===== config.mk =====
export PLATFORM = sky130hd
export DESIGN_NAME = pc_sequencer_flat
export DESIGN_NICKNAME = d
export VERILOG_FILES = /design/src/rtl/pc_seq_pkg.sv /design/src/rtl/pc_sequencer_if.sv /design/src/rtl/pc_redirect_buf.sv /design/src/rtl/pc_sequencer.sv /design/src/flat_wrapper.sv
export SDC_FILE = /design/constraint.sdc
export NUM_CORES = 1
export LEC_CHECK = 0
export BUFFER_PORTS_ARGS = -buffer_cell sky130_fd_sc_hd__buf_4
export CAP_MARGIN = 10
export CELL_PAD_IN_SITES_DETAIL_PLACEMENT = 0
export CELL_PAD_IN_SITES_GLOBAL_PLACEMENT = 1
export CORE_MARGIN = 8
export CORE_UTILIZATION = 39
export CTS_BUF_LIST = sky130_fd_sc_hd__clkbuf_4
export CTS_CLUSTER_SIZE = 24
export DETAILED_ROUTE_END_ITERATION = 10
export PLACE_DENSITY_LB_ADDON = 0.1
export RECOVER_POWER = 25
export SLEW_MARGIN = 10
export SYNTH_ARGS = -nofsm -noshare
export SYNTH_HDL_FRONTEND = slang
export SYNTH_SLANG_ARGS = --single-unit

===== constraint.sdc =====
create_clock -name clk -period 2.5 [get_ports clk]
set_input_delay 0.125 -clock clk [delete_from_list [all_inputs] [get_ports clk]]
set_output_delay 0.125 -clock clk [all_outputs]
set_load 0.02 [all_outputs]

===== src/rtl/pc_seq_pkg.sv =====
// pc_seq_pkg: shared types and constants for the fetch-stage PC sequencer
package pc_seq_pkg;
  typedef enum logic [1:0] {BOOT, FETCH, HALT} state_e;
  localparam logic [63:0] DEF_RESET_VECTOR = 64'h0;
  localparam int INSTR_BYTES = 4;
endpackage


===== src/rtl/pc_sequencer_if.sv =====
// pc_sequencer_if: pipeline/imem-facing signals of the PC sequencer
interface pc_sequencer_if #(parameter int XLEN = 64, parameter int CNT_W = 32);
  logic stall, br_taken, trap_valid, halt, imem_ready;
  logic [XLEN-1:0] br_target, trap_target, pc_next, pc_cur;
  logic imem_req, fetch_valid, flush, halted;
  logic [CNT_W-1:0] fetch_count;
  modport master (
    input stall, br_taken, br_target, trap_valid, trap_target, halt, imem_ready,
    output pc_next, pc_cur, imem_req, fetch_valid, flush, halted, fetch_count
  );
  modport slave (
    output stall, br_taken, br_target, trap_valid, trap_target, halt, imem_ready,
    input pc_next, pc_cur, imem_req, fetch_valid, flush, halted, fetch_count
  );
endinterface


===== src/rtl/pc_redirect_buf.sv =====
// pc_redirect_buf: holds a redirect target that arrived while imem was stalled
module pc_redirect_buf #(parameter int XLEN = 64) (
  input  logic            clk,
  input  logic            rst,
  input  logic            wr_i,
  input  logic [XLEN-1:0] tgt_i,
  input  logic            clr_i,
  output logic            valid_o,
  output logic [XLEN-1:0] tgt_o
);
  logic            valid_q;
  logic [XLEN-1:0] tgt_q;
  always_ff @(posedge clk) begin
    if (rst) begin
      valid_q <= 1'b0;
      tgt_q   <= '0;
    end else if (wr_i) begin
      valid_q <= 1'b1;
      tgt_q   <= tgt_i;
    end else if (clr_i) begin
      valid_q <= 1'b0;
    end
  end
  assign valid_o = valid_q;
  assign tgt_o   = tgt_q;
endmodule


===== src/rtl/pc_sequencer.sv =====
// pc_sequencer: fetch-stage PC selection (sequential/redirect/trap/hold) and imem request control
module pc_sequencer import pc_seq_pkg::*; #(
  parameter int              XLEN         = 64,
  parameter logic [XLEN-1:0] RESET_VECTOR = XLEN'(DEF_RESET_VECTOR),
  parameter int              CNT_W        = 32
) (
  input logic clk,
  input logic rst,
  pc_sequencer_if.master bus
);
  state_e          state_q, state_d;
  logic [XLEN-1:0] pc_q, pc_d, raw_tgt, redir_tgt, pend_tgt;
  logic [CNT_W-1:0] cnt_q;
  logic            fetch, redir, pend_v, acc;
  assign fetch     = state_q == FETCH;
  assign redir     = fetch & (bus.trap_valid | bus.br_taken);
  assign raw_tgt   = bus.trap_valid ? bus.trap_target : bus.br_target;
  assign redir_tgt = {raw_tgt[XLEN-1:2], 2'b00};
  assign acc       = fetch & bus.imem_ready & ~redir & ~pend_v & ~bus.stall;
  pc_redirect_buf #(.XLEN(XLEN)) u_buf (
    .clk     (clk),
    .rst     (rst),
    .wr_i    (redir & ~bus.imem_ready),
    .tgt_i   (redir_tgt),
    .clr_i   (fetch & bus.imem_ready),
    .valid_o (pend_v),
    .tgt_o   (pend_tgt)
  );
  // A trap arriving with halt must land in pc_cur even if imem is still waiting
  always_comb begin
    pc_d = rst                                  ? RESET_VECTOR :
           (fetch & bus.halt & bus.trap_valid)  ? redir_tgt    :
           (~fetch | ~bus.imem_ready)           ? pc_q         :
           redir                                ? redir_tgt    :
           pend_v                               ? pend_tgt     :
           bus.stall                            ? pc_q         :
                                                  pc_q + XLEN'(INSTR_BYTES);
    state_d = (state_q == BOOT)   ? FETCH :
              (fetch & bus.halt)  ? HALT  : state_q;
  end
  always_ff @(posedge clk) begin
    if (rst) begin
      state_q <= BOOT;
      pc_q    <= RESET_VECTOR;
      cnt_q   <= '0;
    end else begin
      state_q <= state_d;
      pc_q    <= pc_d;
      if (acc) cnt_q <= cnt_q + 1'b1;
    end
  end
  assign bus.pc_next     = pc_d;
  assign bus.pc_cur      = pc_q;
  assign bus.imem_req    = fetch;
  assign bus.fetch_valid = acc & ~rst;
  assign bus.flush       = redir & ~rst;
  assign bus.halted      = state_q == HALT;
  assign bus.fetch_count = cnt_q;
endmodule


===== src/flat_wrapper.sv =====
// flat-port wrapper written by rule: the top's interface ports become plain ports
module pc_sequencer_flat import pc_seq_pkg::*;
#(
  parameter int              XLEN         = 64,
  parameter logic [XLEN-1:0] RESET_VECTOR = XLEN'(DEF_RESET_VECTOR),
  parameter int              CNT_W        = 32
)
  (clk, rst, bus_stall, bus_br_taken, bus_br_target, bus_trap_valid, bus_trap_target, bus_halt, bus_imem_ready, bus_pc_next, bus_pc_cur, bus_imem_req, bus_fetch_valid, bus_flush, bus_halted, bus_fetch_count);
  pc_sequencer_if #(.XLEN(XLEN), .CNT_W(CNT_W)) bus_i ();
  input logic clk;
  input logic rst;
  input wire logic [$bits(bus_i.stall)-1:0] bus_stall;
  input wire logic [$bits(bus_i.br_taken)-1:0] bus_br_taken;
  input wire logic [$bits(bus_i.br_target)-1:0] bus_br_target;
  input wire logic [$bits(bus_i.trap_valid)-1:0] bus_trap_valid;
  input wire logic [$bits(bus_i.trap_target)-1:0] bus_trap_target;
  input wire logic [$bits(bus_i.halt)-1:0] bus_halt;
  input wire logic [$bits(bus_i.imem_ready)-1:0] bus_imem_ready;
  output wire logic [$bits(bus_i.pc_next)-1:0] bus_pc_next;
  output wire logic [$bits(bus_i.pc_cur)-1:0] bus_pc_cur;
  output wire logic [$bits(bus_i.imem_req)-1:0] bus_imem_req;
  output wire logic [$bits(bus_i.fetch_valid)-1:0] bus_fetch_valid;
  output wire logic [$bits(bus_i.flush)-1:0] bus_flush;
  output wire logic [$bits(bus_i.halted)-1:0] bus_halted;
  output wire logic [$bits(bus_i.fetch_count)-1:0] bus_fetch_count;
  assign bus_i.stall = bus_stall;
  assign bus_i.br_taken = bus_br_taken;
  assign bus_i.br_target = bus_br_target;
  assign bus_i.trap_valid = bus_trap_valid;
  assign bus_i.trap_target = bus_trap_target;
  assign bus_i.halt = bus_halt;
  assign bus_i.imem_ready = bus_imem_ready;
  assign bus_pc_next = bus_i.pc_next;
  assign bus_pc_cur = bus_i.pc_cur;
  assign bus_imem_req = bus_i.imem_req;
  assign bus_fetch_valid = bus_i.fetch_valid;
  assign bus_flush = bus_i.flush;
  assign bus_halted = bus_i.halted;
  assign bus_fetch_count = bus_i.fetch_count;
  pc_sequencer #(.XLEN(XLEN), .RESET_VECTOR(RESET_VECTOR), .CNT_W(CNT_W)) u_core (.clk(clk), .rst(rst), .bus(bus_i));
endmodule

==> flow_metrics.env, run 1 <==
export IMPL_p_total_mw=7.822
export IMPL_crit_chain="ha_4, nand4b_1, buf_4, nor4_4, nand4_1, nor4_2, buf_4, xnor2_2, a221oi_2, buf_4"
export IMPL_drcViolationCount=0
export IMPL_cp_max_fo=3
export IMPL_reg2reg_depth=15
export IMPL_r2r_setup_slack_ps=-90
export IMPL_die_x_um=177.0
export IMPL_regArea_sq_um=3264
export IMPL_dp_hpwl_um=34420
export IMPL_cpPeakStageDelay_ps=400
export IMPL_synth_edf_count=0
export IMPL_hold_viol=0
export IMPL_power_frac_seq_pct=37.0
export IMPL_end_kind="output pin"
export IMPL_portBuffers=294
export IMPL_setup_viol=58
export IMPL_fin_crit_sh_pct=124.7
export IMPL_nets=2046
export IMPL_nFillCells=2073
export IMPL_grt_max_degree=87
export IMPL_layout_common_cells="471 x buf_4, 140 x dlygate4sd3_1, 133 x nor2_1"
export IMPL_fmax_mhz=320.8
export IMPL_multi_input_area_sq_um=7506
export IMPL_core_sq_um=25760
export IMPL_synth_flop_cell="dfxtp_1"
export IMPL_synthMuxAreaShare_pct=7.182
export IMPL_path_common_cell="buf_4"
export IMPL_hp_class="input pin to flip-flop"
export IMPL_clk_pin_slew_worst_paths_ps=170
export IMPL_maxSlewHeadroom_pct=57.73
export IMPL_num_vias=13416
export IMPL_syn_nets=1431
export IMPL_critPathLaunchType="flip-flop"
export IMPL_grt_pass1_wl_um=76420
export IMPL_power_share_combinational_pct=40.6
export IMPL_maxCapViolCount=0
export IMPL_gp_congestion=0.9186
export IMPL_netlist_area_sq_um=10100
export IMPL_status="finished with violations"
export IMPL_rows=59
export IMPL_hold_end="u_core.bus.pc_cur[45]$_SDFF_PP0_"
export IMPL_finalClockSkew_ps=26.17
export IMPL_cts_tree="yes"
export IMPL_violations="negative setup slack"
export IMPL_synth_cell_types=69
export IMPL_grt_usage_pct=31.36
export IMPL_cts_sinks=161
export IMPL_ctsHtreeMaxLevel=4
export IMPL_r2r_start="u_core.bus.pc_cur[2]$_SDFF_PP0_"
export IMPL_post_route_util_pct=69.17
export IMPL_syn_inst=1294
export IMPL_worstHoldStart="bus_trap_target[45]"
export IMPL_async_reset_ff_share_pct=0
export IMPL_drive_gt1_share_pct=43.50
export IMPL_p_per_area_nw_per_um2=438.9
export IMPL_ant_nets=0
export IMPL_die_y_um=177.0
export IMPL_power_frac_clock_pct=22.4
export IMPL_clockBufferDepth=2
export IMPL_yosysWarnings=0
export IMPL_start_util_pct=39.22
export IMPL_drt_pass1_iterations=5
export IMPL_tightest_slew_ps=634.0
export IMPL_cts_buffers=17
export IMPL_path_class="flip-flop to output pin"
export IMPL_yosys_area_share_simple_pct=24.18
export IMPL_drt_iter0_markers=1285
export IMPL_p_int_mw=4.783
export IMPL_critPathSlowestCell="dfxtp_2"
export IMPL_synth_top_family_by_area="compound AO/OA/AOI/OAI gates"
export IMPL_p_sw_mw=3.039
export IMPL_drt_wl_total_um=52350
export IMPL_ir_worst_vdd_v=0.0003065
export IMPL_setup_ws_ps=-617.4
export IMPL_antenna_found_initial=1
export IMPL_maxSlewViolCount=0
export IMPL_synthAdderAreaFrac_pct=0.2476
export IMPL_synth_seq_cells=161
export IMPL_critPathRequiredTime_ps=2380
export IMPL_grt_overflow=0
export IMPL_area_growth_pct=76.36
export IMPL_place_ws_ps=-21.95
export IMPL_switching_share_pct=38.85
export IMPL_post_synth_xor_area_fraction_pct=5.547
export IMPL_die_area_sq_um=31320
export IMPL_clock_latency_ps=600
export IMPL_avgSynthCellArea_sq_um=7.809
export IMPL_min_path_cells=3
export IMPL_reg2reg_to="u_core.bus.pc_cur[8]$_SDFF_PP0_"
export IMPL_wire_per_inst_um=23.18
export IMPL_routed_via_density=5.942
export IMPL_rsz0062_at_grt="yes"
export IMPL_layout_min_cycle_time_ps=3117
export IMPL_root_buffer="clkbuf_4"
export IMPL_io_pins=299
export IMPL_leakage_nw=7.364
export IMPL_grt_pass1_vias=12944
export IMPL_synth_compound_area_share_pct=25.71
export IMPL_layout_commonest_cell="buf_4"
export IMPL_arrival_ps=2990
export IMPL_ys_seq_area_share_pct=31.90
[routing by layer]
metal / vias to the layer above / track usage, % / wire length [um]
li1: 6126 / - / -
met4: 0 / 13.87 / 2258
met1: 6414 / 41.04 / 21760
met2: 740 / 47.93 / 23300
met3: 136 / 7.958 / 5030
met5: - / 0 / 0
[flip-flops by register name, summed over array words and instances, names as in the netlist]
register / cells
u_core.bus.pc_cur: 64
u_core.bus.fetch_count: 32
u_core.state_q: 2
u_core.u_buf.tgt_o: 62
u_core.u_buf.valid_o: 1
[critical path, delay by kind of cell (launching register included)]
kind            cells  cell delay (ps)
fa+ha+maj           1              150
flops               1              400
buf+inv             3              600
compound gates      1              370
xor+xnor            1               80
simple gates        4              800
[cells by family (layout without fill, tap and decap cells)]
kind of cell | Yosys count | in the layout
simple gates | 469 | 469
buf+inv | 136 | 764
flops | 161 | 161
mux | 71 | 71
other cells | 0 | 1
xor+xnor | 64 | 64
compound gates | 391 | 391
fa+ha+maj | 2 | 2
[metrics by stage]
step                      hold WS, ps  TNS, ps  instances  area, sq um
after floorplan                 224.6   -129.2       1294        10240
after global placement          361.0        0       1978        13770
after detailed placement        363.8   -24.95       1978        13770
after CTS                       2.536   -18960       2240        17180
after global routing            5.836   -29070       2258        17820
final                           22.99   -22380       2258        17820
[final cells by class]
class | instances | area share (%)
Clock inverter | 14 | 0.9268
Inverter | 28 | 0.5898
Multi-Input combinational cell | 997 | 42.12
Tap cell | 335 | 2.352
Antenna cell | 1 | 0.01404
Sequential cell | 161 | 18.32
Timing Repair Buffer | 704 | 34.92
Clock buffer | 18 | 0.7583
[synth_stat cells (all sizes together) (8+ instances only)]
library cell    n  area, sq um
mux2           12        135.1
nor4           24        201.4
a221oi         10        87.58
nor2          150        563.0
clkbuf         77        291.5
nor3           73        376.6
and3           21        131.4
nand3          44        252.8
a211oi         84        630.6
and2           11        68.82
o22ai          35        219.0
dfxtp         161         3223
mux2i          59        590.6
and4           13        116.4
nand4          30        202.7
nand2          66        247.7
a311oi          8        70.07
o211ai         14        105.1
or3             9        56.30
xnor2          38        332.8
buf            31        132.6
xor2           26        227.7
inv            28        105.1
o21ai          87        435.4
a21oi          74        370.4
[timing repair]
action | CTS | global route
pin swaps | 98 | 75
hold buffers | 140 | 0
setup endpoints to repair | 64 | 65
resized for setup | 240 | 106
endpoints found under the hold margin | 110 | 0
setup buffers | 87 | 29
cloned | 6 | 1
[power groups by stage]
| stage | registers [mW] | logic (mW) | clock network (mW) |
|---|---|---|---|
| after global placement | 2.92 | 2.39 | 0 |
| after CTS | 2.88 | 2.98 | 1.76 |
| final | 2.89 | 3.18 | 1.75 |
| after global routing | 2.91 | 3.33 | 1.86 |
| after floorplan | 3.07 | 1.09 | 0 |
| after detailed placement | 2.92 | 2.39 | 0 |
[worst max path at each step]
stage	start	to	slack, ps	cells past startpoint
floorplan	u_core.bus.pc_cur[21]$_SDFF_PP0_	bus_pc_next[63]	-90	6
global placement	u_core.bus.pc_cur[7]$_SDFF_PP0_	bus_pc_next[54]	10	7
detailed placement	u_core.bus.pc_cur[5]$_SDFF_PP0_	bus_pc_next[54]	-20	7
CTS	u_core.bus.pc_cur[39]$_SDFF_PP0_	bus_pc_next[54]	-590	7
global route	u_core.bus.pc_cur[2]$_SDFF_PP0_	bus_pc_next[44]	-690	11
finish	u_core.bus.pc_cur[2]$_SDFF_PP0_	bus_pc_next[62]	-620	10
Note: power is estimated with default switching activity, not from simulation.
==> run 2, diff against run 1 <==
Settings changed: SKIP_CTS_REPAIR_TIMING set to 1.
==> run 2 against run 1 <==
Effect of this change:
- the flow finishes with violations (negative hold slack, negative setup slack)
- worst hold slack worse by 44 ps
- clock power hardly changed
- setup slack better by 47 ps
- non-clock buffer count is 56 lower
- first-iteration DRC count is 8.3% lower
- sequential power hardly changed
- global-route usage is 3.5 points lower
- critical path type unchanged
- final cell count is 2.4% lower
- critical path depth is 2 lower
- design area is 4.1% lower
==> flow_metrics.env, run 2 (synthesis gave the netlist of run 1 again) <==
export IMPL_path_class="flip-flop to output pin"
export IMPL_maxSlewViolCount=0
export IMPL_grt_max_degree=87
export IMPL_power_frac_seq_pct=37.7
export IMPL_switching_share_pct=39.03
export IMPL_regArea_sq_um=3263
export IMPL_drcViolationCount=0
export IMPL_clk_pin_slew_worst_paths_ps=170
export IMPL_grt_usage_pct=27.89
export IMPL_cp_max_fo=4
export IMPL_clock_latency_ps=600
export IMPL_status="finished with violations"
export IMPL_power_share_combinational_pct=39.3
export IMPL_antenna_found_initial=1
export IMPL_routed_via_density=5.887
export IMPL_portBuffers=294
export IMPL_crit_family="simple AND/OR/NAND/NOR gates"
export IMPL_hp_class="input pin to flip-flop"
export IMPL_ir_worst_vdd_v=0.0003365
export IMPL_die_x_um=177.0
export IMPL_maxCapViolCount=0
export IMPL_cpPeakStageDelay_ps=460
export IMPL_grt_pass1_wl_um=67890
export IMPL_dp_cells=1978
export IMPL_cts_tree="yes"
export IMPL_drive_gt1_share_pct=39.82
export IMPL_setup_viol=62
export IMPL_layout_commonest_cell="buf_4"
export IMPL_arrival_ps=2950
export IMPL_p_total_mw=7.651
export IMPL_place_ws_ps=-21.95
export IMPL_die_area_sq_um=31320
export IMPL_cp_num_buf_inv=2
export IMPL_whs_ps=-20.67
export IMPL_ant_nets=0
export IMPL_leakage_nw=6.927
export IMPL_hold_viol=6
export IMPL_fmax_mhz=325.7
export IMPL_violations="negative hold slack, negative setup slack"
export IMPL_clockBufferDepth=2
export IMPL_p_per_area_nw_per_um2=447.7
export IMPL_drt_pass1_iterations=6
export IMPL_maxSlewHeadroom_pct=60.44
export IMPL_root_buffer="clkbuf_4"
export IMPL_dp_hpwl_um=34420
export IMPL_start_util_pct=39.22
export IMPL_num_vias=12975
export IMPL_ctsHtreeMaxLevel=4
export IMPL_final_cells=2204
export IMPL_wire_per_inst_um=23.02
export IMPL_tightest_slew_ps=593.4
export IMPL_nets=1990
export IMPL_post_route_util_pct=66.33
export IMPL_critPathSlowestCell="or4_4"
export IMPL_power_frac_clock_pct=22.9
export IMPL_p_int_mw=4.665
export IMPL_finalClockSkew_ps=30.68
export IMPL_die_y_um=177.0
export IMPL_multi_input_area_sq_um=7438
export IMPL_gp_congestion=0.9186
export IMPL_layout_common_cells="401 x buf_4, 137 x dfxtp_1, 135 x nor2_1"
export IMPL_critPathLaunchType="flip-flop"
export IMPL_drt_wl_total_um=50730
export IMPL_layout_min_cycle_time_ps=3070
export IMPL_rows=59
export IMPL_rsz0062_at_grt="yes"
export IMPL_end_kind="output pin"
export IMPL_grt_overflow=0
export IMPL_core_sq_um=25760
export IMPL_drt_iter0_markers=1178
export IMPL_nFillCells=2198
export IMPL_cts_buffers=17
export IMPL_fin_crit_sh_pct=122.8
export IMPL_cts_sinks=161
export IMPL_grt_pass1_vias=11294
export IMPL_p_sw_mw=2.986
export IMPL_largest_reg_flops=64
export IMPL_area_growth_pct=69.13
export IMPL_critPathRequiredTime_ps=2380
export IMPL_io_pins=299
export IMPL_crit_chain="nand4_1, buf_4, nor2_2, nand3_2, or4_4, a2111o_1, a311oi_4, buf_6"
export IMPL_setup_ws_ps=-570.1
[run 2: changes by cell type in the layout (fill, tap and decap cells not counted), moves of 5 or more]
cell / delta
buf_4: -70
clkbuf_1: +35
dlygate4sd3_1: -15
dfxtp_2: -10
dfxtp_1: +7
clkbuf_16: +5
[run 2: final cells by class]
type / count / share of cell area, %
Multi-Input combinational cell: 997 / 43.52
Timing Repair Buffer: 648 / 32.50
Sequential cell: 161 / 19.09
Tap cell: 335 / 2.453
Clock inverter: 14 / 0.9664
Clock buffer: 18 / 0.7907
Inverter: 28 / 0.6296
Antenna cell: 3 / 0.04393
[run 2: through the flow]
stage	hold WS (ps)	instance area, sq um	TNS [ps]
5_1_grt	-5.896	17090	-26910
2_1_floorplan	224.6	10240	-129.2
3_3_place_gp	361.0	13770	0
6_report	-20.67	17090	-20070
3_5_place_dp	363.8	13770	-24.95
4_1_cts	-286.1	14070	-28770
[run 2: final timing paths]
check,to,cells past startpoint,from,slack (ps)
worst max-delay path,bus_pc_next[54],8,u_core.bus.pc_cur[7]$_SDFF_PP0_,-570
worst min-delay path,u_core.bus.pc_cur[23]$_SDFF_PP0_,3,bus_trap_target[23],-20
worst max register to register,u_core.bus.pc_cur[54]$_SDFF_PP0_,7,u_core.bus.pc_cur[7]$_SDFF_PP0_,190
worst min register to register,u_core.u_buf.tgt_o[19]$_SDFFE_PP0P_,2,u_core.u_buf.tgt_o[19]$_SDFFE_PP0P_,500
[run 2: layer usage]
layer / wire [um] / up-vias / global-route usage [%]
li1: - / 6014 / -
met1: 21550 / 6179 / 37.51
met2: 22730 / 674 / 42.14
met3: 4739 / 108 / 7.958
met4: 1701 / 0 / 9.212
met5: 0 / - / 0
[run 2: worst reg2reg max path, stage by stage (launching register included)]
cell and delay [ps]:
dfxtp_2 400, nand4_1 220, buf_4 210, nor2_2 140, nand3_2 120, or4_4 460
a2111o_1 360, a311oi_1 320
[run 2: power groups by stage]
stage	Combinational [mW]	Sequential [mW]	Clock, mW
6_report	3.01	2.89	1.76
5_1_grt	3.16	2.91	1.86
4_1_cts	2.40	2.87	1.76
3_5_place_dp	2.39	2.92	0
3_3_place_gp	2.39	2.92	0
2_1_floorplan	1.09	3.07	0
==> run 3, diff against run 2 <==
==> constraint.sdc (replaced) <==
create_clock -name clk -period 2.5 [get_ports clk]
set_input_delay 0.125 -clock clk [delete_from_list [all_inputs] [get_ports clk]]
set_output_delay 0.125 -clock clk [all_outputs]
set_load 0.01 [all_outputs]
==> run 3 against run 2 <==
Effect of this change:
- the run still ends with negative hold slack, negative setup slack left
- global-route usage is essentially flat
- register-to-register slack worse by 210 ps
- via count is 1.8% higher
- sequential share of layout area is essentially flat
- final cell count rose by 0.23%
- clock power shrank 5%
- design area fell by 0.23%
- non-clock buffer count up 6
- maximum frequency fell by 5.6%
- sequential cell count unchanged
- combinational power decreased by 6%
- highest routed layer unchanged
==> flow_metrics.env, run 3 (synthesis gave the netlist of run 1 again) <==
export IMPL_fmax_mhz=307.3
export IMPL_grt_overflow=0
export IMPL_grt_usage_pct=27.93
export IMPL_drcViolationCount=0
export IMPL_maxSlewHeadroom_pct=1.909
export IMPL_multi_input_area_sq_um=7451
export IMPL_maxCapViolCount=0
export IMPL_post_route_util_pct=66.18
export IMPL_layout_common_cells="408 x buf_4, 139 x dfxtp_1, 136 x nor2_1"
export IMPL_ir_worst_vdd_v=0.0003217
export IMPL_hp_class="input pin to flip-flop"
export IMPL_setup_viol=59
export IMPL_routed_via_density=5.978
export IMPL_p_per_area_nw_per_um2=433.1
export IMPL_grt_max_degree=76
export IMPL_maxSlewViolCount=0
export IMPL_start_util_pct=39.22
export IMPL_fin_crit_sh_pct=130.2
export IMPL_layout_min_cycle_time_ps=3254
export IMPL_violations="negative hold slack, negative setup slack"
export IMPL_end_kind="output pin"
export IMPL_largest_reg_flops=64
export IMPL_root_buffer="clkbuf_4"
export IMPL_wire_per_inst_um=23.11
export IMPL_clock_latency_ps=610
export IMPL_place_ws_ps=-66.34
export IMPL_antenna_found_initial=1
export IMPL_cts_sinks=161
export IMPL_core_sq_um=25760
export IMPL_dp_hpwl_um=34730
export IMPL_rsz0062_at_grt="yes"
export IMPL_tightest_slew_ps=1471
export IMPL_clockBufferDepth=2
export IMPL_gp_congestion=0.9179
export IMPL_path_class="flip-flop to output pin"
export IMPL_critPathRequiredTime_ps=2380
export IMPL_leakage_nw=6.933
export IMPL_setup_ws_ps=-753.8
export IMPL_regArea_sq_um=3253
export IMPL_die_x_um=177.0
export IMPL_drt_iter0_markers=1402
export IMPL_finalClockSkew_ps=31.12
export IMPL_drt_pass1_iterations=9
export IMPL_nFillCells=2206
export IMPL_io_pins=299
export IMPL_cts_buffers=17
export IMPL_final_setup_tns_ps=-23620
export IMPL_rows=59
export IMPL_area_growth_pct=68.73
export IMPL_cp_max_fo=3
export IMPL_grt_pass1_wl_um=68340
export IMPL_die_area_sq_um=31320
export IMPL_nets=1997
export IMPL_drt_wl_total_um=51050
export IMPL_layout_commonest_cell="buf_4"
export IMPL_ctsHtreeMaxLevel=4
export IMPL_die_y_um=177.0
export IMPL_critPathLaunchType="flip-flop"
export IMPL_ant_nets=0
export IMPL_arrival_ps=3130
export IMPL_grt_pass1_vias=11273
export IMPL_hold_viol=9
export IMPL_whs_ps=-39.57
export IMPL_clk_pin_slew_worst_paths_ps=160
export IMPL_num_vias=13206
export IMPL_drive_gt1_share_pct=39.62
export IMPL_status="finished with violations"
export IMPL_cts_tree="yes"
export IMPL_portBuffers=294
run 3: cell count changes in the layout (fill, tap and decap cells not counted), moves of 5 or more:
cell,previous run,this run
buf_4,401,408
buf_6,68,51
clkbuf_1,35,42
dlygate4sd3_1,125,131
o21ai_1,21,16
o21ai_2,9,17
run 3: layout make-up:
type | count | share of cell area [%]
diodes | 1 | 0.01468
repair buffers | 654 | 32.50
well taps | 335 | 2.458
multi-input cells | 998 | 43.70
clock inverters | 14 | 0.8366
inverters | 28 | 0.6164
clock buffers | 18 | 0.7925
flip-flops and latches | 161 | 19.08
run 3: final timing paths:
path / startpoint / end / slack (ps) / cells after the start
min: bus_br_target[18] / u_core.u_buf.tgt_o[18]$_SDFFE_PP0P_ / -40 / 4
max reg2reg: u_core.state_q[1]$_SDFFE_PP0P_ / u_core.u_buf.tgt_o[40]$_SDFFE_PP0P_ / -20 / 9
max: u_core.bus.pc_cur[18]$_SDFF_PP0_ / bus_pc_next[54] / -750 / 8
min reg2reg: u_core.bus.pc_cur[1]$_SDFF_PP0_ / u_core.bus.pc_cur[1]$_SDFF_PP0_ / 500 / 1
run 3: metal layers:
| metal | share of wire [%] | up-vias | global-route usage [%] |
|---|---|---|---|
| met5 | 0 | - | 0 |
| met4 | 3.2 | 0 | 7.040 |
| met3 | 10 | 124 | 6.187 |
| met2 | 45 | 785 | 43.35 |
| met1 | 41 | 6291 | 38.50 |
| li1 | - | 6006 | - |
run 3: power by group:
part,switching (mW),leakage (nW),internal [mW]
sequential,0.131,1.32,2.75
clock,1.15,0.142,0.537
combinational,1.50,5.47,1.33
total,2.77,6.93,4.61
run 3: per-stage QoR:
stage | std cells | total power [mW] | area [sq um]
after floorplan | 1294 | 3.965 | 10120
after global placement | 1984 | 5.116 | 13700
after detailed placement | 1984 | 5.133 | 13700
after CTS | 2016 | 6.782 | 13980
after global routing | 2209 | 7.668 | 17050
final | 2209 | 7.384 | 17050
run 3: critical path: stages (launching register included):
cell,delay [ps]
dfxtp_2,360
nand4_1,180
buf_4,200
nor4_4,290
nand3_2,170
or4_4,450
a2111o_1,390
a311oi_2,310
buf_4,180
